===== src/rtl/sort8_pkg.sv =====
// sort8_pkg: shared types and constants for the sequential 8-entry sorter.
// Optional build macro: SORT8_SEQ_DESC_EN (descending order, see sort8_cmpx).

package sort8_pkg;

    // Controller states; the top module mirrors these as plain 2-bit constants.
    typedef enum logic [1:0] {
        LOAD  = 2'd0,
        SORT  = 2'd1,
        DRAIN = 2'd2
    } sort8_state_t;

    localparam int N_ELEM  = 8;
    localparam int N_PHASE = 8;

    // Odd phases of the transposition schedule use the shifted pairing.
    function automatic logic is_odd_phase(input logic [2:0] ph);
        return ph[0];
    endfunction

endpackage


===== src/rtl/sort8_cmpx.sv =====
// sort8_cmpx: combinational compare-exchange cell.
// lo is the value kept in the left slot, hi the value kept in the right slot.
// Default order is ascending (swap when a > b). With SORT8_SEQ_DESC_EN
// defined the order is descending (swap when a < b). Equal values never
// swap, which keeps the overall sort stable.

module sort8_cmpx #(
    parameter int DW = 8
) (
    input  logic [DW-1:0] a,
    input  logic [DW-1:0] b,
    output logic [DW-1:0] lo,
    output logic [DW-1:0] hi
);

    logic swap;

`ifdef SORT8_SEQ_DESC_EN
    assign swap = (a < b);
`else
    assign swap = (a > b);
`endif

    assign lo = swap ? b : a;
    assign hi = swap ? a : b;

endmodule


===== src/rtl/sort8_seq.sv =====
// sort8_seq: accepts an 8-sample frame over valid/ready, sorts it in place
// with an 8-phase odd-even transposition schedule on four shared
// compare-exchange cells, then streams the result out over valid/ready.
// Optional build macro: SORT8_SEQ_DESC_EN (descending output order).
//
// state | meaning
// ------+--------------------------------------------------------------
// LOAD  | in_ready high (once out of reset); beats fill r[idx]
// SORT  | one compare-exchange phase per cycle, ph = 0..7
// DRAIN | out_valid high; r[idx] presented, idx advances per transfer

module sort8_seq
    import sort8_pkg::*;
#(
    parameter int DW = 8
) (
    input  logic          clk,
    input  logic          rst_n,
    input  logic          in_valid,
    output logic          in_ready,
    input  logic [DW-1:0] in_data,
    output logic          out_valid,
    input  logic          out_ready,
    output logic [DW-1:0] out_data,
    output logic          out_last,
    output logic          busy
);

    localparam logic [1:0] ST_LOAD  = 2'(LOAD);
    localparam logic [1:0] ST_SORT  = 2'(SORT);
    localparam logic [1:0] ST_DRAIN = 2'(DRAIN);

    localparam logic [2:0] IDX_LAST = 3'(N_ELEM - 1);
    localparam logic [2:0] PH_LAST  = 3'(N_PHASE - 1);

    logic [1:0]    state;
    logic [2:0]    idx;
    logic [2:0]    ph;
    // Holds in_ready low for the cycle right after a reset edge, so the
    // input side only opens once rst_n has been sampled high.
    logic          armed;

    logic [DW-1:0] r      [N_ELEM];
    logic [DW-1:0] r_next [N_ELEM];

    logic [DW-1:0] cx_a  [4];
    logic [DW-1:0] cx_b  [4];
    logic [DW-1:0] cx_lo [4];
    logic [DW-1:0] cx_hi [4];

    logic          odd;
    logic          in_fire;
    logic          out_fire;

    assign odd      = is_odd_phase(ph);
    assign in_fire  = in_valid && in_ready;
    assign out_fire = out_valid && out_ready;

    // Outputs decode from registered state only.
    assign in_ready  = armed && (state == ST_LOAD);
    assign out_valid = (state == ST_DRAIN);
    assign out_last  = out_valid && (idx == IDX_LAST);
    assign out_data  = out_valid ? r[idx] : '0;
    assign busy      = (state == ST_SORT) || (state == ST_DRAIN);

    // Route register pairs onto the four shared cells by phase parity.
    // Cell 3 has no odd-phase pair; its result is ignored then.
    always_comb begin
        cx_a[0] = r[0];
        cx_b[0] = r[1];
        cx_a[1] = r[2];
        cx_b[1] = r[3];
        cx_a[2] = r[4];
        cx_b[2] = r[5];
        cx_a[3] = r[6];
        cx_b[3] = r[7];
        if (odd) begin
            cx_a[0] = r[1];
            cx_b[0] = r[2];
            cx_a[1] = r[3];
            cx_b[1] = r[4];
            cx_a[2] = r[5];
            cx_b[2] = r[6];
        end
    end

    for (genvar k = 0; k < 4; k++) begin : g_cx
        sort8_cmpx #(
            .DW (DW)
        ) u_cmpx (
            .a  (cx_a[k]),
            .b  (cx_b[k]),
            .lo (cx_lo[k]),
            .hi (cx_hi[k])
        );
    end

    // Place cell results back into register slots for the current phase.
    always_comb begin
        r_next[0] = cx_lo[0];
        r_next[1] = cx_hi[0];
        r_next[2] = cx_lo[1];
        r_next[3] = cx_hi[1];
        r_next[4] = cx_lo[2];
        r_next[5] = cx_hi[2];
        r_next[6] = cx_lo[3];
        r_next[7] = cx_hi[3];
        if (odd) begin
            r_next[0] = r[0];
            r_next[1] = cx_lo[0];
            r_next[2] = cx_hi[0];
            r_next[3] = cx_lo[1];
            r_next[4] = cx_hi[1];
            r_next[5] = cx_lo[2];
            r_next[6] = cx_hi[2];
            r_next[7] = r[7];
        end
    end

    // Sample bank: no reset, contents are meaningless until a frame loads.
    always_ff @(posedge clk) begin
        if (state == ST_LOAD) begin
            if (in_fire) begin
                r[idx] <= in_data;
            end
        end else if (state == ST_SORT) begin
            for (int i = 0; i < N_ELEM; i++) begin
                r[i] <= r_next[i];
            end
        end
    end

    // Controller: frame sequencing, index and phase counters.
    always_ff @(posedge clk) begin
        if (!rst_n) begin
            state <= ST_LOAD;
            idx   <= '0;
            ph    <= '0;
            armed <= 1'b0;
        end else begin
            armed <= 1'b1;
            case (state)
                ST_LOAD: begin
                    if (in_fire) begin
                        if (idx == IDX_LAST) begin
                            state <= ST_SORT;
                            idx   <= '0;
                            ph    <= '0;
                        end else begin
                            idx <= idx + 3'd1;
                        end
                    end
                end
                ST_SORT: begin
                    if (ph == PH_LAST) begin
                        state <= ST_DRAIN;
                        idx   <= '0;
                        ph    <= '0;
                    end else begin
                        ph <= ph + 3'd1;
                    end
                end
                ST_DRAIN: begin
                    if (out_fire) begin
                        if (idx == IDX_LAST) begin
                            state <= ST_LOAD;
                            idx   <= '0;
                        end else begin
                            idx <= idx + 3'd1;
                        end
                    end
                end
                default: begin
                    state <= ST_LOAD;
                    idx   <= '0;
                    ph    <= '0;
                end
            endcase
        end
    end

endmodule


===== config.mk =====
export PLATFORM = sky130hd
export DESIGN_NAME = sort8_seq
export DESIGN_NICKNAME = d
export VERILOG_FILES = /design/src/rtl/sort8_pkg.sv /design/src/rtl/sort8_cmpx.sv /design/src/rtl/sort8_seq.sv
export SDC_FILE = /design/constraint.sdc
export NUM_CORES = 1
export LEC_CHECK = 0
export ABC_AREA = 1
export BUFFER_PORTS_ARGS = -buffer_cell sky130_fd_sc_hd__buf_2
export CELL_PAD_IN_SITES_DETAIL_PLACEMENT = 1
export CELL_PAD_IN_SITES_GLOBAL_PLACEMENT = 2
export CORE_MARGIN = 5
export CORE_UTILIZATION = 37
export CTS_BUF_LIST = sky130_fd_sc_hd__clkbuf_16
export CTS_CLUSTER_DIAMETER = 120
export DETAILED_ROUTE_END_ITERATION = 10
export PLACE_DENSITY_LB_ADDON = 0.1
export REMOVE_ABC_BUFFERS = 1
export SLEW_MARGIN = 20
export SYNTH_ARGS = -nofsm -noshare
export SYNTH_HDL_FRONTEND = slang
export SYNTH_SLANG_ARGS = --single-unit

===== constraint.sdc =====
create_clock -name clk -period 3 [get_ports clk]
set_input_delay 0.3 -clock clk [delete_from_list [all_inputs] [get_ports clk]]
set_output_delay 0.3 -clock clk [all_outputs]
set_load 0.05 [all_outputs]

== Yosys cells after proc, flatten, opt, wreduce, memory -nomap -nowiden ==
Memories as Yosys holds them, arrays and structs flattened. A register that Yosys moved wholly into a read port is not among the register bits.
Cells that the tools add are included.

* Bits in writable memories: 64
* Logic and storage cells: 70
* Memories: 1
* Output and inout bits: 12
* Register bits: 9
* Input port bits: 12

{| class="wikitable"
|+ Memory list
! name !! words !! width !! read ports !! clocked after Yosys merged registers in !! wr ports !! RTL line !! RTL
|-
| r || 8 || 8 || 9 || 1 || 8 || sort8_seq.sv:43 || <nowiki>logic [DW-1:0] r [N_ELEM];</nowiki>
|}

* Bitwise operators: 1
* Add/subtract/negate cells: 2
* Magnitude comparators: 4
* Mux-type cells: 39
* Reduce and logical (&&, ||, !) cells: 10
* Equal/unequal tests: 9

{| class="wikitable"
|+ Operators with widths
! cell !! count
|-
| two-way mux 8 bit || 10
|-
| two-way mux 64 bit || 1
|-
| two-way mux 24 bit || 2
|-
| greater-than comparator 8 bit || 4
|-
| two-way mux 3 bit || 10
|-
| case mux 3 bit (3 select lines) || 2
|-
| two-way mux 2 bit || 5
|-
| two-way mux 1 bit || 8
|-
| inequality test 2 x 1 -> 1 bit (second input constant) || 4
|-
| OR reduction 8 bit || 1
|-
| adder 3 x 1 -> 3 bit (second input constant) || 2
|-
| == test 3 bit (second input constant) || 2
|-
| case mux 2 bit (3 select lines) || 1
|-
| AND reduction 3 bit || 2
|-
| AND reduction 5 bit || 1
|-
| logical AND 1 bit || 4
|-
| == test 2 x 1 -> 1 bit (second input constant) || 1
|-
| == test 2 bit (second input constant) || 1
|-
| zero test 2 bit || 1
|-
| inequality test 2 bit (second input constant) || 1
|-
| logical OR 1 bit || 1
|-
| NOT 1 bit || 1
|}

== Depth between registers and ports, before layout ==
* Depth after elaboration: 7
* Mapped depth: 19
* Mapped depth without buffers: 16

== Hierarchy ==
A second synthesis with hierarchy kept.

* Cell total of the unflattened synthesis: 1009
* Area, all modules: 6994.2 sq um

{| class="wikitable"
|+ By module, submodules not included
! module !! seq. area each (sq um) !! instances !! area an instance (sq um) !! cells an instance
|-
| sort8_seq || 2162.1 || 1 || 4827.1 || 661
|-
| sort8_cmpx || 0.0 || 4 || 541.8 || 87
|}

== Least setup slack after synthesis ==
Ideal clock, no wire load.

* Path kind: flip-flop to flip-flop
* Start: register state[0]
* End: memory r[2][0] (enable)
* Setup slack: 533 ps
* Stages on the path, launching flop included: 7
* Required time: 2602 ps
* Clock period less this slack: 2467 ps
* Path buffers: 0
* Arrival: 2069 ps
* Setup time: 398 ps
* Cells stage by stage: dfxtp_1 > inv_1 > ha_1 > nand2_1 > inv_1 > nand2_2 > o41ai_1

{| class="wikitable"
|+ RTL lines
! item !! RTL line !! RTL
|-
| start: declaration || sort8_seq.sv:36 || <nowiki>logic [1:0] state;</nowiki>
|-
| start signal: assignment || sort8_seq.sv:136 || <nowiki>state <= ST_LOAD;</nowiki>
|-
| start signal: assignment || sort8_seq.sv:146 || <nowiki>state <= ST_SORT;</nowiki>
|-
| start signal: assignment || sort8_seq.sv:156 || <nowiki>state <= ST_DRAIN;</nowiki>
|-
| end: declaration || sort8_seq.sv:43 ||
|}

==> results.py <==
metrics = {
    "status": {
        "outcome": "complete, no violations",
    },
    "clocking": {
        "cts_sinks": 76,
        "clk_pin_slew_ps": 60,
        "cts_buffer_depth": 2,
        "holdBufCountCts": 0,
        "post_cts_resized": 0,
        "htreeDepth": 3,
        "numCtsBuffers": 9,
        "cts_tree": "yes",
        "cts_setup_buffers": 0,
        "clk_latency_ps": 360,
        "root_buffer": "clkbuf_16",
    },
    "detailed_routing": {
        "route.met3.wl_um": 400,
        "vias": 5938,
        "drtIter0Drc": 232,
        "vias_per_cell": 5.62,
        "wl_um": 20400,
        "ant_nets": 0,
        "routedLengthMet1_um": 9220,
        "top_layer_used": "met4",
        "wl_met2_um": 10400,
        "post_drt_wl_per_cell_um": 19.3,
        "dr.pass1.iters": 5,
        "drc_errors": 0,
    },
    "global_routing": {
        "overflow": 0,
        "grt_max_degree": 40,
        "antenna_found_initial": 0,
        "grt_usage_pct": 21.4,
        "grt_pass1_vias": 6409,
        "grt_pass1_wl_um": 33000,
    },
    "yosys": {
        "synthArstFlopShare_pct": 0,
        "synth.cell_area_um2": 6190,
        "synthCells": 822,
        "ys_warn_count": 0,
        "yosys_register_bits": 76,
        "synth_edf_count": 64,
        "ys_types": 34,
        "syn_area_per_cell_um2": 7.53,
        "ys.flop_type": "edfxtp_1",
        "yosysSeqAreaShare_pct": 34.9,
    },
    "setup_path": {
        "cp_num_buf_inv": 2,
        "reg2regPathDepth": 13,
        "cpLargestDelayFamily": "simple AND/OR/NAND/NOR gates",
        "path_class": "register to register",
        "reg2reg_to": "r[1][7]",
        "crit_path_end_kind": "register",
        "worstSetupPathDepth": 13,
        "path_cells": "buf_12 -> nand2_1 -> o21ai_1 -> inv_1 -> ha_1 -> a21oi_1 -> nor2_1 -> nor2_2 -> nand2_4 -> nand2_4 -> nand2_1 -> nand3_1 -> nand3_1",
        "worstReg2RegStart": "ph[0]",
        "max_stage_delay_ps": 440,
        "startpoint_type": "register",
        "arrival_ps": 2840,
        "slowest_stage": "dfxtp_2",
        "reg2reg_setup_slack_ps": 250,
        "cp_max_fo": 27,
        "worst_ep_required_time_ps": 3080,
    },
    "floorplanning": {
        "die_height_um": 139,
        "dieArea_um2": 19400,
        "core-area_um2": 16500,
        "initial_core_util_pct": 37.5,
        "ios": 24,
        "die_x_um": 139,
        "rows": 47,
    },
    "power": {
        "ir_drop_v": 0.000215,
        "p_leak_uw": 0.00283,
        "p_per_area_nw_per_um2": 405,
    },
    "layout": {
        "nNetsFinal": 883,
        "area_growth_syn_to_layout_pct": 10.3,
        "final_cell_mix": "204 x nand3_1, 139 x nand2_1, 97 x inv_1",
        "drive_above_1_share_pct": 13.6,
        "finalNonFillerCells": 1057,
        "final_common_cell": "nand3_1",
        "antennaDiodeCount": 0,
    },
    "timing": {
        "rsz0062_at_grt": "false",
        "worst_clock_skew_ps": 10.1,
        "tightest_slew_ps": 898,
        "post-route-min-period_ps": 2750,
        "final.period_utilization_pct": 91.8,
        "slew_viol_final": 0,
        "slew_headroom_pct": 40.1,
        "fin_ws_ps": 247,
        "timing.hold.ws_ps": 116,
        "hold_viol": 0,
        "setup_violations": 0,
        "max_freq_mhz": 363,
    },
    "placed_design": {
        "gp_congestion": 0.825,
        "placedCellCount": 1041,
        "io_buffers": 23,
        "pre_cts_ws_ps": 247,
        "hpwl_um": 15200,
    },
    "worst_hold_path": {
        "whs_path_depth": 1,
        "hold_end": "armed",
        "min-delay-start": "rst_n",
        "hold_path.class": "primary input to register",
    },
    "run": {
        "drv_cap": 0,
    },
}
-- registers in the layout, indices dropped and copies added, names as in the netlist, named ones only --
name   count
r         64
idx        3
ph         3
state      2
armed      1
-- stage by stage --
step | area, um^2 | setup TNS (ps) | power (uW) | util, %
floorplan | 5910 | -56720 | 1440 | -
CTS | 6830 | 0 | 2780 | 41.3
global route | 6830 | 0 | 2870 | 41.3
global placement | 6500 | 0 | 1550 | 39.4
detailed placement | 6510 | 0 | 1570 | 39.4
finish | 6830 | 0 | 2760 | 41.3
-- metal layers --
metal  vias to the layer above  GRT usage [%]
li1                       2872              -
met1                      2959           26.8
met2                        77           38.0
met3                        30           2.47
met4                         0           7.36
met5                         -              0
-- cell type report --
type	instances	area [um^2]
clock buffer	11	275
clock inverter	5	46.3
fill	2077	9690
inverter	101	382
multi-input combinational	603	3400
sequential	76	2160
tap	220	275
timing repair buffer	41	288
-- power breakdown --
group          switching (uW)  leakage [uW]  total [uW]  internal, uW
Combinational             249       0.00199         349          99.4
Sequential               19.4      0.000677        1190          1170
Clock                     487      0.000162        1220           737
-- cell families (layout without fill, tap and decap cells) --
kind of cell               Yosys count  count (layout)  share of synthesized area (%)
and+or+nand+nor                    399             399                           31.9
DFF                                 76              76                           34.9
buffers and inverters              143             158                           10.8
AOI/OAI and AO/OA                  164             164                           14.4
muxes                                1               1                          0.162
adders and majority gates           39              39                           7.88
-- worst max-delay path by stage --
stage,from,endpoint,slack (ps)
after floorplan,ph[0],r[2][7],-880
after detailed placement,ph[0],r[1][7],250
final,ph[0],r[1][7],250
after global placement,ph[0],r[1][7],330
after global routing,ph[0],r[2][7],10
after CTS,ph[0],r[1][7],230
-- Yosys cell counts, types with 6 or more instances --
| library cell | count | area (um^2) |
|---|---|---|
| a21oi_1 | 49 | 245 |
| a31oi_1 | 9 | 56.3 |
| buf_2 | 18 | 90.1 |
| buf_4 | 7 | 52.6 |
| buf_6 | 6 | 67.6 |
| clkbuf_1 | 7 | 26.3 |
| dfxtp_1 | 12 | 240 |
| edfxtp_1 | 64 | 1920 |
| ha_1 | 39 | 488 |
| inv_1 | 96 | 360 |
| nand2_1 | 139 | 522 |
| nand2_2 | 25 | 156 |
| nand2_4 | 6 | 67.6 |
| nand3_1 | 204 | 1020 |
| nor2_1 | 6 | 22.5 |
| o21ai_0 | 43 | 215 |
| o21ai_1 | 44 | 220 |
| o21ai_2 | 6 | 52.6 |
No activity file was read; power rests on OpenSTA's default activity.
